<file path="src/rtl/bounce_generator.sv">
// ============================================================================
//  Module      : bounce_generator
//  Description : Contact-bounce emulator. Turns a clean level (CleanIn) into a
//                bouncy signal (BounceOut): every accepted level change opens a
//                BounceTime-cycle chatter window, after which the new level
//                holds. Feeds the Debouncer input path for loopback self-test
//                and serves as a reusable bench stimulus source.
//  Ports       : Clk       - system clock, rising edge
//                Reset     - asynchronous, active-low reset
//                CleanIn   - clean command level (button model)
//                Enable    - 1 = emulate bounce, 0 = registered pass-through
//                BounceOut - emulated noisy contact output (registered)
//                Busy      - high while the chatter window is open
//                Done      - one-cycle pulse when BounceOut settles
//  Options     : BOUNCE_LFSR_EN - chatter bits come from a 16-bit Fibonacci
//                LFSR (x^16+x^14+x^13+x^11+1); otherwise the output strictly
//                toggles every cycle inside the window.
//  Revision    : 1.0 - initial release
// ============================================================================
`default_nettype none

module bounce_generator #(
  parameter int          CounterWidth = 2,
  parameter int          BounceTime   = 3,
  parameter logic [15:0] LfsrSeed     = 16'hACE1
) (
  input  logic Clk,
  input  logic Reset,
  input  logic CleanIn,
  input  logic Enable,
  output logic BounceOut,
  output logic Busy,
  output logic Done
);

  localparam logic [0:0] IDLE   = 1'b0;
  localparam logic [0:0] BOUNCE = 1'b1;

  localparam logic [CounterWidth-1:0] COUNT_ONE  = CounterWidth'(1);
  localparam logic [CounterWidth-1:0] COUNT_LAST = CounterWidth'(BounceTime);

  // The window counter must reach BounceTime without wrapping.
  if (BounceTime >= (2 ** CounterWidth)) begin : g_bad_bounce_time
    $error("bounce_generator: BounceTime must be < 2**CounterWidth");
  end

  logic [0:0]              state;
  logic                    target;
  logic [CounterWidth-1:0] count;
  logic                    pattern;

`ifdef BOUNCE_LFSR_EN
  // An all-zero seed would lock the LFSR, so it is substituted.
  localparam logic [15:0] LFSR_INIT = (LfsrSeed == 16'h0000) ? 16'h0001 : LfsrSeed;

  logic [15:0] lfsr;
  logic        lfsr_fb;

  assign lfsr_fb = lfsr[15] ^ lfsr[13] ^ lfsr[12] ^ lfsr[10];

  always_ff @(posedge Clk or negedge Reset) begin
    if (!Reset) begin
      lfsr <= LFSR_INIT;
    end else begin
      lfsr <= {lfsr[14:0], lfsr_fb};
    end
  end

  assign pattern = lfsr[0];
`else
  assign pattern = ~BounceOut;
`endif

  assign Busy = (state == BOUNCE);

  always_ff @(posedge Clk or negedge Reset) begin
    if (!Reset) begin
      state     <= IDLE;
      target    <= 1'b0;
      count     <= '0;
      BounceOut <= 1'b0;
      Done      <= 1'b0;
    end else begin
      Done <= 1'b0;
      case (state)
        IDLE: begin
          if (!Enable) begin
            target    <= CleanIn;
            BounceOut <= CleanIn;
          end else if (CleanIn != target) begin
            // First edge of the window already shows the new level.
            target    <= CleanIn;
            BounceOut <= CleanIn;
            if (BounceTime == 0) begin
              Done <= 1'b1;
            end else begin
              count <= COUNT_ONE;
              state <= BOUNCE;
            end
          end
        end
        BOUNCE: begin
          if (!Enable) begin
            // Abort: drop straight back to pass-through, no settle pulse.
            state     <= IDLE;
            target    <= CleanIn;
            BounceOut <= CleanIn;
          end else if (CleanIn != target) begin
            // Level changed again mid-window: restart the window.
            target    <= CleanIn;
            BounceOut <= CleanIn;
            count     <= COUNT_ONE;
          end else if (count == COUNT_LAST) begin
            BounceOut <= target;
            state     <= IDLE;
            Done      <= 1'b1;
          end else begin
            BounceOut <= pattern;
            count     <= count + COUNT_ONE;
          end
        end
        default: begin
          state <= IDLE;
        end
      endcase
    end
  end

endmodule

`default_nettype wire

</file>
<file path="config.mk">
export PLATFORM = sky130hd
export DESIGN_NAME = bounce_generator
export DESIGN_NICKNAME = d
export VERILOG_FILES = /design/src/rtl/bounce_generator.sv
export SDC_FILE = /design/constraint.sdc
export NUM_CORES = 1
export LEC_CHECK = 0
export ABC_AREA = 1
export BUFFER_PORTS_ARGS = -buffer_cell sky130_fd_sc_hd__buf_2
export CORE_AREA = 2 2 39 41
export DETAILED_ROUTE_END_ITERATION = 12
export DIE_AREA = 0 0 41 43
export GPL_TIMING_DRIVEN = 0
export PLACE_DENSITY = 0.42
export SLEW_MARGIN = 5
export SYNTH_ARGS = -nofsm -noshare
export SYNTH_HDL_FRONTEND = slang
export SYNTH_SLANG_ARGS = --single-unit
</file>
<file path="constraint.sdc">
create_clock -name Clk -period 2.68 [get_ports Clk]
set_clock_uncertainty 0.1 [all_clocks]
set_input_delay 0.536 -clock Clk [delete_from_list [all_inputs] [get_ports Clk]]
set_output_delay 0.536 -clock Clk [all_outputs]
set_load 0.05 [all_outputs]
</file>
==> metrics.md, run 1 <==
| Metric | Value |
|---|---|
| Die width | `just over 40 um` |
| Cell Count, Final, Fillers Out | `66` |
| PD cells | `between 600 and 700 nW/um2` |
| Peak Freq | `between 600 and 700 MHz` |
| Starting density of the core | `between 20% and 30%` |
| RSZ-0062 raised after global routing | `no` |
| Post-Syn Area | `~330 um2` |
| Placed Cells | `between 60 and 70` |
| Top-count cell post-synth | `nand2_1` |
| Reg2reg path depth | `7` |
| Critical path's largest stage delay | `0.44 ns` |
| Clock root cell | `clkbuf_4` |
| Syn avg cell area | `7.965 um2` |
| Num rows | `14` |
| Syn Inst Count | `between 40 and 50` |
| Die H | `43 um` |
| Worst Hold Class | `input port to asynchronous set/reset pin` |
| CTS tree | `done` |
| Area delta synth->final | `22.22%` |
| H-tree depth | `1` |
| Longest Clk Path Bufs | `2` |
| Clock sink count | `6` |
| Placeable Area | `about 1400 um2` |
| Largest cells by area after synthesis | `dfrtp_1 46%, nand2_1 13%, nand3_1 7.7%` |
| Post-Syn Nets | `46` |
| Worst Path Arrival | `0.98 ns` |
| CP top delay family | `flip-flops` |
| First-pass GRT wire length | `a little over 1 mm` |
| Warnings from Yosys | `0` |
| Vias | `roughly 260` |
| Critical path class | `flop to output pin` |
| Final Wtd Congestion | `~0.66` |
| Post-synth cell types | `14` |
| Worst setup SP type | `flop` |
| # nets final | `57` |
| TritonCTS buffer count | `3` |
| Synth area leader | `dfrtp_1` |
| Slew @ Worst Pin | `around 0.25 ns` |
| Final setup fails | `0` |
| Initial antenna violation count | `0` |
| Vias per inst | `~4.0` |
| DRT iter0 DRCs | `5` |
| Crit path cell chain | `buf_2` |
| Max cap viols | `0` |
| Flop2flop setup slack | `1.48 ns` |
| Hold_ws | `approximately 0.011 ns` |
| CP Depth | `1` |
| Area occupied by multi-input gates | `around 150 um2` |
| Residual DRC count | `0` |
| IO Port Bufs | `6` |
| Vias in the first global route | `255` |
| Post-CTS Setup Inserts | `0` |
| Setup TNS Final | `0 ns` |
| Clk_lat worst skew | `about 0.24 ns` |
| Status | `finished, final reports clean` |
| Post-CTS Resized | `0` |
| # hold bufs at CTS | `0` |
| Total wire length | `~550 um` |
| WL/cell | `around 8.3 um` |
| Fin crit share | `about three fifths` |
| Critical Path End Type | `output pin` |
| Final Hold Viols | `0` |
| WP buf/inv | `1` |
| CTS clock-pin slew for the worst setup and hold paths | `about 0.040 ns` |
| P_leak | `~0.22 nW` |
| Max IR drop VDD | `between 0.0002 and 0.0003 V` |
| Io pins | `7` |
| Async set-reset flop share out of synthesis | `100.0%` |
| ANT nets after route | `0` |
| Layout cells sized above 1 | `approximately 30%` |
| EDFF count, synth | `0` |
| Rel. slew slack | `a little over four fifths` |
| Top-area cell type share of the netlist area | `roughly 46%` |
| Drt first pass iters | `4` |
| Total power | `between 0.2 and 0.3 mW` |
| Storage cell area | `between 150 and 200 um2` |
| Post-DP HPWL | `~480 um` |
| FF+latch count, synth | `6` |
| Critical path peak fanout | `6` |
| Most common flop cell mapped by yosys | `dfrtp_1` |
| Slowest stage cell, crit path | `dfrtp_1` |
| Required time of the critical path | `around 2 ns` |
| Filler Cells Inserted | `roughly 150` |
| # diodes | `0` |
| Die area | `around 1800 um2` |
| Grt total ovfl | `0` |
| Largest net degree at the start of global routing | `7` |
| Slew Limit Fails | `0` |
| Seq/Total Area, Yosys | `between 40% and 50%` |
| Most common library cells after synthesis | `11 x nand2_1, 6 x dfrtp_1, 6 x inv_1` |
| Min Tclk post-route | `between 1.5 and 2 ns` |
| GRT Resource Usage Total | `under 10%` |
## layout by cell type (no fill, tap or decap)
| cell type | netlist | layout |
|---|---|---|
| a21oi_1 | 1 | 1 |
| buf_2 | 0 | 6 |
| clkbuf_1 | 1 | 1 |
| clkbuf_4 | 0 | 3 |
| dfrtp_1 | 6 | 6 |
| ha_1 | 1 | 1 |
| inv_1 | 6 | 6 |
| inv_2 | 1 | 1 |
| nand2_1 | 11 | 11 |
| nand2_2 | 3 | 3 |
| nand2_4 | 1 | 1 |
| nand3_1 | 5 | 5 |
| nand4_1 | 2 | 2 |
| nor2_1 | 1 | 1 |
| nor2_4 | 1 | 1 |
| nor3_1 | 1 | 1 |
## layout make-up
| class | count | share of cell area (%) |
|---|---|---|
| tap | 16 | 5.016 |
| timing repair buffer | 6 | 7.524 |
| sequential | 6 | 37.62 |
| buffer | 1 | 0.9404 |
| clock buffer | 3 | 5.643 |
| multi-input combinational | 27 | 36.68 |
| inverter | 7 | 6.583 |
## path summary, 6_finish.rpt
path                            startpoint        end
worst max-delay path                  Busy       Busy
worst min-delay path                 Reset       Busy
worst max register to register    count[0]  BounceOut
worst min register to register    count[1]   count[1]
max in group asynchronous            Reset       Done
min in group Clk                  count[1]   count[1]
## sequential cells by signal, summed over array words and instances (netlist names)
| signal | count |
|---|---|
| Busy | 1 |
| Done | 1 |
| target | 1 |
| BounceOut | 1 |
| count | 2 |
## where the power goes
group	total, mW	switching (mW)	internal, mW
combinational	0.0674	0.0455	0.0219
clock	0.0789	0.0285	0.0504
sequential	0.113	0.0106	0.103
## per-stage QoR
stage | setup slack [ns] | cell area, um2 | util, %
global placement | 1.312 | 376.6 | 27.22
detailed placement | 1.321 | 376.6 | 27.22
floorplan | 1.368 | 326.6 | -
CTS | 1.063 | 399.1 | 28.84
finish | 1.068 | 399.1 | 28.84
global route | 1.005 | 399.1 | 28.84
## cells by family after synthesis
family | synth area share [%]
buffers and inverters | 9.193
adders and majority gates | 3.831
and+or+nand+nor | 39.46
DFF | 45.98
AOI/OAI and AO/OA | 1.531
## per-layer routing
metal / GRT usage, % / wire length (um) / vias to the layer above
met5: 0 / 0 / -
met4: 10.00 / 8 / 0
met3: 3.141 / 20 / 2
met2: 10.00 / 241 / 4
met1: 12.25 / 278 / 109
li1: - / - / 147
Note: power is estimated with default switching activity, not from simulation.
==> inputs of run 2 (changes only) <==
==> constraint.sdc (replaced) <==
create_clock -name Clk -period 1.7 [get_ports Clk]
set_clock_uncertainty 0.1 [all_clocks]
set_input_delay 0.34 -clock Clk [delete_from_list [all_inputs] [get_ports Clk]]
set_output_delay 0.34 -clock Clk [all_outputs]
set_load 0.05 [all_outputs]
==> run 2 against run 1 <==
  * Total power grew 58%
  * Setup slack worse by 0.78 ns
  * Utilization grew 0.72 points
  * Sequential share of layout area decreased by 0.92 points
  * Register-to-register slack worse by 0.98 ns
  * Cell count is 1.5% higher
  * Routed wire length grew 0.18%
  * Non-clock buffer count up 1
  * Critical path type unchanged
==> metrics.md, run 2 (same netlist as run 1, synthesis figures left out) <==
| Metric | Value |
|---|---|
| Worst setup SP type | `flop` |
| # nets final | `58` |
| Die area | `1763 um2` |
| Final WS setup | `0.2835 ns` |
| Grt total ovfl | `0` |
| Placeable Area | `between 1000 and 1500 um2` |
| Largest net degree at the start of global routing | `7` |
| Drt first pass iters | `4` |
| Slew @ Worst Pin | `approximately 0.25 ns` |
| Starting density of the core | `23.60%` |
| First-pass GRT wire length | `about 1 mm` |
| Io pins | `7` |
| Slew Limit Fails | `0` |
| PD cells | `between 1000 and 1500 nW/um2` |
| Slowest stage cell, crit path | `dfrtp_1` |
| Worst Hold Class | `input port to flop` |
| Clock sink count | `6` |
| ANT nets after route | `0` |
| TritonCTS buffer count | `3` |
| Worst Path Arrival | `0.98 ns` |
| Fin crit share | `83.32%` |
| WL/cell | `about 8.2 um` |
| Vias in the first global route | `259` |
| Commonest non-fill, non-tap cell in the layout | `nand2_1` |
| Post-CTS Resized | `0` |
| Residual DRC count | `0` |
| CP top delay family | `flip-flops` |
| CTS clock-pin slew for the worst setup and hold paths | `around 0.040 ns` |
| Final setup fails | `0` |
| Post-DP HPWL | `approximately 480 um` |
| Critical path's largest stage delay | `0.44 ns` |
| WP buf/inv | `1` |
| Initial antenna violation count | `0` |
| Critical Path End Type | `output pin` |
| Die width | `41 um` |
| # diodes | `0` |
| Peak Freq | `706.0 MHz` |
| Vias per inst | `3.970` |
| Clock root cell | `clkbuf_4` |
| Hold_ws | `~0.24 ns` |
| Setup WS pre-CTS | `0.4989 ns` |
| Required time of the critical path | `1.26 ns` |
| Biggest register | `count` |
| Status | `finished, final reports clean` |
| Clk_lat worst skew | `around 0.24 ns` |
| Flop2flop setup slack | `~0.50 ns` |
| Final Wtd Congestion | `between 0.6 and 0.7` |
| P_leak | `0.2223 nW` |
| Layout cells sized above 1 | `between 20% and 30%` |
| Total wire length | `between 500 and 600 um` |
| RSZ-0062 raised after global routing | `no` |
| IO Port Bufs | `6` |
| Die H | `between 40 and 50 um` |
| Vias | `roughly 270` |
| GRT Resource Usage Total | `9.220%` |
| CTS tree | `done` |
| Max cap viols | `0` |
| Largest register FFs | `2` |
| H-tree depth | `1` |
| Critical path class | `flop to output pin` |
| Max IR drop VDD | `~0.00041 V` |
| Critical path peak fanout | `6` |
| Num rows | `14` |
| Crit path cell chain | `buf_2` |
| Final Hold Viols | `0` |
| Rel. slew slack | `approximately 83%` |
| DRT iter0 DRCs | `5` |
| Setup TNS Final | `0 ns` |
| Min Tclk post-route | `about 1.4 ns` |
| Most frequent cells in the layout | `11 x nand2_1, 6 x dfrtp_1, 6 x inv_1, 6 x buf_2, 5 x nand3_1` |
| Area delta synth->final | `25.29%` |
| Longest Clk Path Bufs | `2` |
==> run 2: cell types whose count changed in the layout (fill, tap and decap cells not counted), sizes merged <==
| cell | delta |
|---|---|
| dlygate4sd3 | +1 |
==> run 2: cell type report <==
class | instances | area (um2)
Fill cell | 151 | 974.7
Sequential cell | 6 | 150.1
Multi-Input combinational cell | 27 | 146.4
Timing Repair Buffer | 7 | 40.04
Inverter | 7 | 26.28
Clock buffer | 3 | 22.52
Tap cell | 16 | 20.02
Buffer | 1 | 3.754
==> run 2: path summary, 6_finish.rpt <==
check                      cells past startpoint     start   endpoint
hold / removal                                 2   CleanIn     target
setup / recovery                               1      Busy       Busy
max in group asynchronous                      2     Reset       Done
min in group asynchronous                      2     Reset       Busy
hold reg to reg                                2  count[1]   count[1]
setup reg to reg                               7  count[0]  BounceOut
==> run 2: timing repair <==
item,in CTS,in global routing
hold buffers,1,0
endpoints found under the hold margin,6,0
buffers inserted,0,0
endpoints found under the setup margin,0,0
==> run 2: stage by stage <==
| step | power, mW | util [%] | std cells | area [um2] |
|---|---|---|---|---|
| 3_5_place_dp | 0.2890 | 27.22 | 63 | 376.6 |
| 2_1_floorplan | 0.2604 | - | 41 | 326.6 |
| 3_3_place_gp | 0.2892 | 27.22 | 63 | 376.6 |
| 6_report | 0.4108 | 29.57 | 67 | 409.1 |
| 4_1_cts | 0.4186 | 29.57 | 67 | 409.1 |
| 5_1_grt | 0.4484 | 29.57 | 67 | 409.1 |
==> run 2: power by group <==
part	switching [mW]	total [mW]	internal, mW	leakage (nW)
combinational	0.0719	0.108	0.0360	0.134
sequential	0.0166	0.179	0.162	0.0748
clock	0.0449	0.124	0.0794	0.0138
==> run 2: per-layer routing <==
layer  vias up  track usage (%)  part of all wire (%)
met5         -                0                     0
met4         0            10.00                   1.5
met3         2            3.141                   3.6
met2         4            10.00                    44
met1       111            12.58                    51
li1        149                -                     -
==> inputs of run 3 (changes only) <==
==> constraint.sdc (replaced) <==
create_clock -name Clk -period 1.31 [get_ports Clk]
set_clock_uncertainty 0.1 [all_clocks]
set_input_delay 0.262 -clock Clk [delete_from_list [all_inputs] [get_ports Clk]]
set_output_delay 0.262 -clock Clk [all_outputs]
set_load 0.05 [all_outputs]
==> run 3 against run 2 <==
  * Critical path type unchanged
  * Combinational power is 33% higher
  * Final area is 2.4% higher
  * Global-route usage is 0.59 points higher
  * Non-clock buffer count stayed put
  * Setup slack worse by 0.24 ns
  * Utilization is 0.72 points higher
  * Sequential power is 30% higher
  * Hold slack worse by 0.094 ns
  * Die area stayed put
  * Via count is 4.1% higher
  * Clock-buffer cell count is 1 higher
==> metrics.md, run 3 (same netlist as run 1, synthesis figures left out) <==
| Metric | Value |
|---|---|
| Status | `finished, final reports clean` |
| Initial antenna violation count | `0` |
| # diodes | `0` |
| Placeable Area | `~1400 um2` |
| Die area | `1763 um2` |
| Hold_ws | `between 0.1 and 0.15 ns` |
| H-tree depth | `1` |
| TritonCTS buffer count | `3` |
| CTS tree | `done` |
| Vias in the first global route | `between 200 and 300` |
| Clock sink count | `6` |
| Longest Clk Path Bufs | `2` |
| Final setup fails | `0` |
| Area delta synth->final | `28.35%` |
| # nets final | `58` |
| Min Tclk post-route | `between 1 and 1.5 ns` |
| Io pins | `7` |
| Util after Layout | `30.29%` |
| Worst setup SP type | `flop` |
| Residual DRC count | `0` |
| Critical Path End Type | `output pin` |
| Final Hold Viols | `0` |
| Vias | `between 200 and 300` |
| Peak Freq | `between 700 and 800 MHz` |
| Max IR drop VDD | `0.0003439 V` |
| Post-CTS Setup Inserts | `0` |
| Worst Path Arrival | `about 0.91 ns` |
| Storage cell area | `151.4 um2` |
| Largest register FFs | `2` |
| IO Port Bufs | `6` |
| WP buf/inv | `1` |
| Die width | `slightly above 40 um` |
| Setup TNS Final | `0 ns` |
| Die H | `between 40 and 50 um` |
| Critical path's largest stage delay | `0.44 ns` |
| Rel. slew slack | `~84%` |
| Starting density of the core | `23.60%` |
| Commonest non-fill, non-tap cell in the layout | `nand2_1` |
| Post-DP HPWL | `between 400 and 500 um` |
| P_leak | `between 0.2 and 0.25 nW` |
| Worst Hold Class | `input port to flop` |
| Slew @ Worst Pin | `~0.25 ns` |
| Biggest register | `count` |
| PD cells | `1349 nW/um2` |
| Slew Limit Fails | `0` |
| CTS clock-pin slew for the worst setup and hold paths | `0.05 ns` |
| Critical path peak fanout | `6` |
| DRT iter0 DRCs | `2` |
| Layout cells sized above 1 | `between 30% and 40%` |
| Largest net degree at the start of global routing | `7` |
| Final Wtd Congestion | `0.6181` |
| GRT Resource Usage Total | `a little under 10%` |
| Crit path cell chain | `clkbuf_4` |
| Fin crit share | `between 90% and 100%` |
| Num rows | `14` |
| ANT nets after route | `0` |
| Total wire length | `around 620 um` |
| Max cap viols | `0` |
| Vias per inst | `approximately 4.1` |
| Area occupied by multi-input gates | `between 100 and 150 um2` |
| Total power | `~0.57 mW` |
| RSZ-0062 raised after global routing | `no` |
| WL/cell | `~9.1 um` |
| Slowest stage cell, crit path | `dfrtp_2` |
| Cell Count, Final, Fillers Out | `68` |
| Critical path class | `flop to output pin` |
| Filler Cells Inserted | `between 150 and 200` |
| Grt total ovfl | `0` |
| Drt first pass iters | `4` |
| CP top delay family | `flip-flops` |
| Clock root cell | `clkbuf_4` |
| Placed Cells | `between 60 and 70` |
| Most frequent cells in the layout | `11 x nand2_1, 6 x inv_1, 5 x dfrtp_1, 5 x nand3_1, 5 x buf_2` |
| Clk_lat worst skew | `approximately 0.24 ns` |
| Required time of the critical path | `about 0.95 ns` |
| First-pass GRT wire length | `between 1 and 1.5 mm` |
-- run 3: final timing paths --
kind | startpoint | end | slack (ns) | cells past startpoint
setup / recovery | Busy | Busy | 0.04 | 1
hold / removal | CleanIn | target | 0.15 | 2
setup reg to reg | count[0] | BounceOut | 0.14 | 7
hold reg to reg | count[1] | count[1] | 0.41 | 2
max in group asynchronous | Reset | Busy | 0.68 | 2
min in group asynchronous | Reset | target | 0.27 | 2
-- run 3: per-stage QoR --
stage / setup WS, ns / cell area [um2]
CTS: 0.004080 / 414.1
detailed placement: 0.09198 / 377.9
finish: 0.03969 / 419.2
global placement: 0.09176 / 377.9
floorplan: 0.1627 / 327.8
global route: 0.001215 / 419.2
-- run 3: final cells by class --
type	instances	area share (%)
inverters	7	6.269
plain buffers	1	0.8955
multi-input cells	27	35.52
clock buffers	4	6.269
well taps	16	4.776
flip-flops and latches	6	36.12
repair buffers	7	10.15
-- run 3: metal layers --
layer / up-vias / global-route usage [%] / part of all wire, %
met2: 3 / 10.94 / 47
met5: - / 0 / 0
met4: 0 / 10.00 / 0
li1: 151 / - / -
met3: 0 / 3.141 / 2.3
met1: 123 / 13.49 / 51
-- run 3: timing repair --
action | 4_1_cts | 5_1_grt
hold endpoints to repair | 6 | 0
hold buffers | 1 | 0
endpoints found under the setup margin | 0 | 2
resized for setup | 0 | 2
-- run 3: worst reg2reg max path, cell delays in order (launching register included) --
cell	delay (ns)
dfrtp_1	0.40
ha_2	0.22
inv_1	0.08
nand4_1	0.07
nand2_1	0.06
nand2_1	0.04
nand2_1	0.05
nand2_1	0.05
-- run 3: power breakdown --
group | internal [mW] | switching (mW) | leakage [nW]
Combinational | 0.0499 | 0.0937 | 0.132
Sequential | 0.211 | 0.0227 | 0.0736
Clock | 0.116 | 0.0729 | 0.0150
